### src/rtl/operand_bypass_scoreboard.sv
// Execute-stage operand bypass network with a tag/data scoreboard.
// Youngest producer wins; stalls on load-use and freezes on an old unreturned load.
module operand_bypass_scoreboard #(
   parameter int XLEN       = 32,
   parameter int NUM_SRC    = 2,
   parameter int DEPTH      = 3,
   parameter int REG_ADDR_W = 5
) (
   input  logic                         iClk,
   input  logic                         iRstN,
   input  logic                         iValidE,
   input  logic                         iWrEnE,
   input  logic                         iIsLoadE,
   input  logic [REG_ADDR_W-1:0]        iRdE,
   input  logic [XLEN-1:0]              iResultE,
   input  logic                         iFlushE,
   input  logic [NUM_SRC*REG_ADDR_W-1:0] iRsAddrE,
   input  logic [NUM_SRC*XLEN-1:0]      iRegDataE,
   input  logic                         iLoadValid,
   input  logic [XLEN-1:0]              iLoadData,
   output logic [NUM_SRC*XLEN-1:0]      oOperand,
   output logic [NUM_SRC-1:0]           oFwdHit,
   output logic                         oStall,
   output logic                         oLoadPending
);

   typedef struct packed {
      logic                  valid;
      logic                  ready;
      logic [REG_ADDR_W-1:0] rd;
      logic [XLEN-1:0]       data;
   } entry_t;

   entry_t             slot_q [1:DEPTH];
   entry_t             upd    [1:DEPTH];
   entry_t             ins;
   logic [NUM_SRC-1:0] luse;
   logic               pending;
   logic               freeze;
   logic               ldstall;
   logic               insert;

   // Find the single pending load and apply a returning load to it
   always_comb begin
      pending = 1'b0;
      for (int i = 1; i <= DEPTH; i++) begin
         upd[i] = slot_q[i];
         if (slot_q[i].valid && !slot_q[i].ready) begin
            pending = 1'b1;
            if (iLoadValid) begin
               upd[i].ready = 1'b1;
               upd[i].data  = iLoadData;
            end
         end
      end
   end

   // Per-source lookup; scanning oldest to youngest lets the youngest match win
   always_comb begin
      oOperand = iRegDataE;
      oFwdHit  = '0;
      luse     = '0;
      for (int k = 0; k < NUM_SRC; k++) begin
         for (int i = DEPTH; i >= 1; i--) begin
            if (iRsAddrE[k*REG_ADDR_W +: REG_ADDR_W] != '0 &&
                slot_q[i].valid &&
                slot_q[i].rd == iRsAddrE[k*REG_ADDR_W +: REG_ADDR_W]) begin
               if (slot_q[i].ready) begin
                  oOperand[k*XLEN +: XLEN] = slot_q[i].data;
                  oFwdHit[k]               = 1'b1;
                  luse[k]                  = 1'b0;
               end else if (iLoadValid) begin
                  oOperand[k*XLEN +: XLEN] = iLoadData;
                  oFwdHit[k]               = 1'b1;
                  luse[k]                  = 1'b0;
               end else begin
                  oOperand[k*XLEN +: XLEN] = iRegDataE[k*XLEN +: XLEN];
                  oFwdHit[k]               = 1'b0;
                  luse[k]                  = 1'b1;
               end
            end
         end
      end
   end

   assign freeze = slot_q[DEPTH].valid & ~slot_q[DEPTH].ready & ~iLoadValid;
   assign ldstall = iIsLoadE & pending & ~iLoadValid;
   assign oStall = (iValidE & ~iFlushE & ((|luse) | ldstall)) | freeze;
   assign oLoadPending = pending;
   assign insert = iValidE & iWrEnE & ~iFlushE & ~oStall & (iRdE != '0);

   // Build the new youngest entry, or a bubble
   always_comb begin
      ins = '0;
      if (insert) begin
         ins.valid = 1'b1;
         ins.rd    = iRdE;
         ins.ready = ~iIsLoadE;
         ins.data  = iIsLoadE ? '0 : iResultE;
      end
   end

   // Shift the scoreboard each cycle unless an unreturned load sits in the oldest slot
   always_ff @(posedge iClk or negedge iRstN) begin
      if (!iRstN) begin
         for (int i = 1; i <= DEPTH; i++) slot_q[i] <= '0;
      end else if (freeze) begin
         for (int i = 1; i <= DEPTH; i++) slot_q[i] <= upd[i];
      end else begin
         slot_q[1] <= ins;
         for (int i = 2; i <= DEPTH; i++) slot_q[i] <= upd[i-1];
      end
   end

endmodule

### config.mk
export PLATFORM = sky130hd
export DESIGN_NAME = operand_bypass_scoreboard
export DESIGN_NICKNAME = d
export VERILOG_FILES = /design/src/rtl/operand_bypass_scoreboard.sv
export SDC_FILE = /design/constraint.sdc
export NUM_CORES = 1
export LEC_CHECK = 0
export ABC_CLOCK_PERIOD_IN_PS = 2650
export BUFFER_PORTS_ARGS = -buffer_cell sky130_fd_sc_hd__clkbuf_2
export CAP_MARGIN = 30
export CORE_AREA = 3 3 162 164
export CTS_CLUSTER_DIAMETER = 40
export DETAILED_ROUTE_END_ITERATION = 8
export DIE_AREA = 0 0 165 167
export GPL_ROUTABILITY_DRIVEN = 0
export GPL_TIMING_DRIVEN = 0
export HOLD_SLACK_MARGIN = 0.08
export PLACE_DENSITY = 0.68
export SKIP_LAST_GASP = 1
export SYNTH_ARGS = -nofsm -noshare
export SYNTH_HDL_FRONTEND = slang
export SYNTH_SLANG_ARGS = --single-unit
### constraint.sdc
create_clock -name iClk -period 2.65 [get_ports iClk]
set_clock_uncertainty 0.15 [all_clocks]
set_input_delay 0 -clock iClk [delete_from_list [all_inputs] [get_ports iClk]]
set_output_delay 0 -clock iClk [all_outputs]
set_load 0.01 [all_outputs]
# ---- After elaboration in Yosys (flattened, before gate mapping)
# Index checks and enable logic that the tools add are counted.
dict set report totals {
  romBits 0
  memories 0
  latchBits 0
  mem_bits_rw 0
  word_cells 112
  ff_bits 117
  inputBits 150
  out_inout_bits 68
}
dict set report classes {
  reduce_logical 23
  n_mul 0
  shift 0
  bitwise_logic 17
  div 0
  n_eq_ne 8
  muxes 52
  n_lt_le_gt_ge 0
  addsub 0
}
# op count
set ops {}
lappend ops {{2-to-1 mux 32 bit} 21}
lappend ops {{2-to-1 mux 116 bit} 1}
lappend ops {{2-to-1 mux 39 bit} 1}
lappend ops {{== test 5 bit} 6}
lappend ops {{2-to-1 mux 1 bit} 29}
lappend ops {{logical AND 1 bit} 15}
lappend ops {{nonzero test 5 bit} 3}
lappend ops {{bitwise AND 1 bit} 10}
lappend ops {{inverter 1 bit} 5}
lappend ops {{logical NOT 1 bit} 3}
lappend ops {{!= test 2 x 1 -> 1 bit (second input constant)} 1}
lappend ops {{!= test 2 bit (second input constant)} 1}
lappend ops {{OR 1 bit} 2}
lappend ops {{AND reduction 2 bit} 1}
lappend ops {{OR reduction 2 bit} 1}

# ---- Longest topological paths before layout
dict set report depth {
  ltp_word 15
  ltp_mapped 10
  mapped_depth_nobuf 6
}

# ---- Worst setup path after synthesis
# Ideal clock, no wire load.
dict set report synth_path {
  path_type {register to register}
  startpoint {reg slot_q[76] in the netlist's numbering}
  endpoint {reg slot_q[100] in the netlist's numbering}
  setup_time_ns 0.122
  arrival_time_ns 1.947
  path_slack_ns 0.431
  period_less_slack_ns 2.219
  required_ns 2.378
  stages_incl_launch_ff 9
  n_path_buf 2
  cell_sequence {dfrtp_1 -> nand2b_1 -> or2_2 -> or3_1 -> o21bai_1 -> a211oi_2 -> buf_4 -> buf_6 -> a32o_1}
}
dict set report synth_via {
  elab_chain_len 14
  elab_cells_between_ends 20
  cone_classes {9 x mux; 8 x bitwise; 3 x reduce/logical}
}
# item line_no
set synth_rtl {}
lappend synth_rtl {{from (decl)} 34} ;# entry_t slot_q [1:DEPTH];
lappend synth_rtl {{logical NOT 1 bit} 48} ;# if (slot_q[i].valid && !slot_q[i].ready) begin
lappend synth_rtl {{logical AND 1 bit} 48}
lappend synth_rtl {{2-to-1 mux 1 bit (2 in series)} 48}
lappend synth_rtl {{bitwise AND 1 bit (2 in series)} 87} ;# assign ldstall = iIsLoadE & pending & ~iLoadValid;
lappend synth_rtl {{OR 1 bit *} 88} ;# assign oStall = (iValidE & ~iFlushE & ((|luse) | ldstall)) | freeze;
lappend synth_rtl {{bitwise AND 1 bit *} 88}
lappend synth_rtl {{OR 1 bit *} 88}
lappend synth_rtl {{inverter 1 bit *} 90} ;# assign insert = iValidE & iWrEnE & ~iFlushE & ~oStall & (iRdE != '0);
lappend synth_rtl {{bitwise AND 1 bit * (2 in series)} 90}
lappend synth_rtl {{2-to-1 mux 39 bit *} 95} ;# if (insert) begin
lappend synth_rtl {{2-to-1 mux 116 bit *} 107} ;# end else if (freeze) begin
# Mark *: on every way between the ends. The rest lies on a longest branch, timed or not.
# A chain may end at the register's enable or synchronous reset.

# ---- Worst setup path in the final report
dict set report layout_path {
  startpoint {reg slot_q[35] in the netlist's numbering}
  endpoint {out oOperand[3]}
}
dict set report layout_via {
  elab_chain_len 5
}
# item line_no
set layout_rtl {}
lappend layout_rtl {{== test 5 bit} 67} ;# slot_q[i].rd == iRsAddrE[k*REG_ADDR_W +: REG_ADDR_W]) begin
lappend layout_rtl {{logical AND 1 bit} 66} ;# slot_q[i].valid &&
lappend layout_rtl {{2-to-1 mux 32 bit (3 in series)} 65} ;# if (iRsAddrE[k*REG_ADDR_W +: REG_ADDR_W] != '0 &&
lappend layout_rtl {{to (decl)} 21} ;# output logic [NUM_SRC*XLEN-1:0] oOperand,
# Every way passes these cells.

==> flow_summary.toml <==
[drt]
post_drt_wl_per_cell_um = 24.52
wl_um = 50380
wirelength_met1_um = 18150
dr_wl_met3_um = 6867
drtIter0Drc = 2325
drt_first_pass_iters = 9
route.detailed.vias_per_inst = 6.687
met2_length_um = 22030
ant_nets = 0
remaining_drc_errors = 0
vias = 13742
top_layer = "met4"

[grt]
overflow = 0
grt_pass1_wl_um = 72510
grt_pass1_vias = 13167
grt_max_degree = 61
grt_usage_pct = 33.87
antenna_found_initial = 0

[final_layout]
nets = 1865
top_regs = "slot_q x117"
syn_to_final_growth_pct = 51.03
drive_gt1_share_pct = 33.39
post-route-util_pct = 59.97
diodes = 0
top_register = "slot_q"
largest_reg_flops = 117

[logic_synthesis]
synthMuxAreaShare_pct = 3.335
synth_async_sr_flop_share_pct = 100.0
synthAdderAreaFrac_pct = 0
ys_ff_latch = 117
synth_xor_area_share_pct = 2.467
synth_edf_count = 0
synth_area_sq_um = 9941
synth_cell_types = 50
yosysSeqAreaShare_pct = 29.45
synth_fp_nets = 1533
yosysWarningCount = 0
netlist_instances = 1383
synth_top_family_by_area = "compound AO/OA/AOI/OAI gates"
ys.flop_type = "dfrtp_1"
syn_area_per_cell_sq_um = 7.188
synthSimpleGateAreaFrac_pct = 25.84
synth_compound_gate_area_share_pct = 33.22

[pwr]
power_density_nw_per_um2 = 441.9
leakagePower_nw = 6.218
pwr-share-clk_pct = 33.8
p_switching_mw = 2.429
peakVddDrop_mv = 0.5009
internal_power_mw = 4.205
switching_share_pct = 36.61
p_comb_share_pct = 34.5
p_total_mw = 6.634
power.share.sequential_pct = 31.7

[sta]
drv_slew = 0
hold_viol = 0
worst_slack_ps = -189.4
finalCriticalPeriod_ps = 2839
setup_viol = 56
rsz0062_at_grt = "true"
max_freq_mhz = 352.2
tightest_slew_ps = 912.0
period_share_pct = 107.1
slew_headroom_pct = 39.20
hold_ws_ps = 191.6

[hold_path]
hold_depth = 3
hold_start = "iRdE[2]"
whs_endpoint = "slot_q[112]"
min_path_type = "in2reg"

[setup_path]
reg2reg_depth = 10
crit_slowest_cell = "dfrtp_2"
worst-r2r-setup-slack_ps = 30
path_max_fanout = 8
path_cells = "xor2_2 -> nor4_4 -> buf_6 -> clkbuf_16 -> nand4_1 -> a21oi_2 -> a2111oi_4 -> o31ai_2 -> clkbuf_2"
crit_required_ps = 2500
r2r_end = "slot_q[107]"
max_stage_delay_ps = 440
worst-endpoint-arrival_ps = 2690
regToRegStartpoint = "slot_q[37]"
end_kind = "output pin"
startpoint_type = "register"
critical_path_class = "reg2out"

[die]
dieArea_sq_um = 27560
die_x_um = 165
start_util_pct = 39.71
ios = 218
die_height_um = 167
rows = 58
core_sq_um = 25040

[cts]
clk_path_buf_depth = 2
cts.clk_slew.worst_paths_ps = 50
cts_tree = "done"
htree_levels = 4
cts_made_buffers = 17
cts_sinks = 117
clockRootBuffer = "clkbuf_16"
clkLatencyLatePin_ps = 440

[place]
io_buffer_count = 215
preCtsSetupSlack_ps = -443.2
dp_hpwl_um = 32240

[run]
maxCapViolations = 0

[run_status]
violations = "negative setup slack"
status = "finished, violations left"
[power groups by stage]
stage | Combinational (mW) | Sequential (mW) | Clock, mW
CTS | 2.06 | 2.09 | 2.22
detailed placement | 1.79 | 2.11 | 0
global route | 2.42 | 2.12 | 2.29
global placement | 1.74 | 2.10 | 0
floorplan | 1.08 | 2.08 | 0
finish | 2.29 | 2.10 | 2.24
[how the worst max path moves through the flow]
stage	from	endpoint	slack, ps	cells after the start
2_1_floorplan	slot_q[76]	slot_q[100]	430	8
3_3_place_gp	iRstN	slot_q[55]	-480	1
3_5_place_dp	iLoadValid	oOperand[20]	-440	9
4_1_cts	slot_q[32]	oOperand[0]	-70	9
5_1_grt	slot_q[34]	oOperand[1]	-210	8
6_report	slot_q[35]	oOperand[3]	-190	9
[per-layer routing]
metal	vias up	track usage (%)
li1	5759	-
met1	6386	42.04
met2	1236	51.58
met3	361	10.32
met4	0	19.80
met5	-	0
[kinds of logic (layout without fill, tap and decap cells)]
logic type      count (synthesis)  after routing
xor+xnor                       28             28
simple gates                  529            529
compound gates                537            537
flops                         117            117
buf+inv                       139            481
mux                            33             33
[metrics by stage]
step	cell area, sq um	std cells	setup TNS [ps]
after global routing	15010	2055	-8134
final	15010	2055	-3952
after floorplan	9941	1383	0
after CTS	14080	2043	-840.7
after detailed placement	11470	1929	-27530
after global placement	11430	1928	-77530
[cell usage in the layout, fill, tap and decap left out, types with 11 or more instances in the layout]
master         count
a2111oi_4         22
a211oi_2          19
a21oi_1          229
a21oi_2           53
a32o_1            32
buf_2             54
buf_4             20
clkbuf_1          46
clkbuf_16         26
clkbuf_2         198
clkbuf_4          13
dfrtp_1          115
dlygate4sd3_1     72
mux2i_1           32
nand2_1          138
nand2b_1          68
nand4_1           64
nor2_1           110
nor2_2            24
nor2_4            33
nor2b_1           64
o21ai_0           40
o22ai_1           58
o31ai_1           11
o31ai_2           19
xnor2_1           12
xor2_1            13
[worst max-delay path: cells and delay by family (launching register included)]
| family | cells | cell delay [ps] |
|---|---|---|
| AO/OA/AOI/OAI | 3 | 630 |
| buffers and inverters | 3 | 570 |
| flip-flops | 1 | 440 |
| AND/OR/NAND/NOR | 2 | 430 |
| XOR/XNOR | 1 | 180 |
[cells in the mapped netlist (40+ instances only)]
library cell | count | share of area, %
nor2_1 | 167 | 6.3
clkbuf_1 | 100 | 3.8
nand2_1 | 141 | 5.3
a21oi_1 | 282 | 14
dfrtp_1 | 117 | 29
nor2b_1 | 64 | 4.0
o21ai_0 | 40 | 2.0
nand2b_1 | 68 | 4.3
nand4_1 | 64 | 4.0
o22ai_1 | 63 | 4.0
[what timing repair did]
action,4_1_cts,5_1_grt
pin swaps,74,72
setup endpoints to repair,106,96
gates resized for setup,308,228
setup buffers,13,5
gates cloned,1,7
hold buffers,73,0
hold endpoints to repair,218,0
[area by class of cell]
type                            instances  area [sq um]
Sequential cell                       117          2930
Clock inverter                          5         50.05
Tap cell                              330         412.9
Multi-Input combinational cell       1127          7901
Fill cell                            2165         10020
Timing Repair Buffer                  315          2233
Clock buffer                           24         491.7
Inverter                                6         22.52
Buffer                                131         970.9
Power figures use the tool's default switching activity.
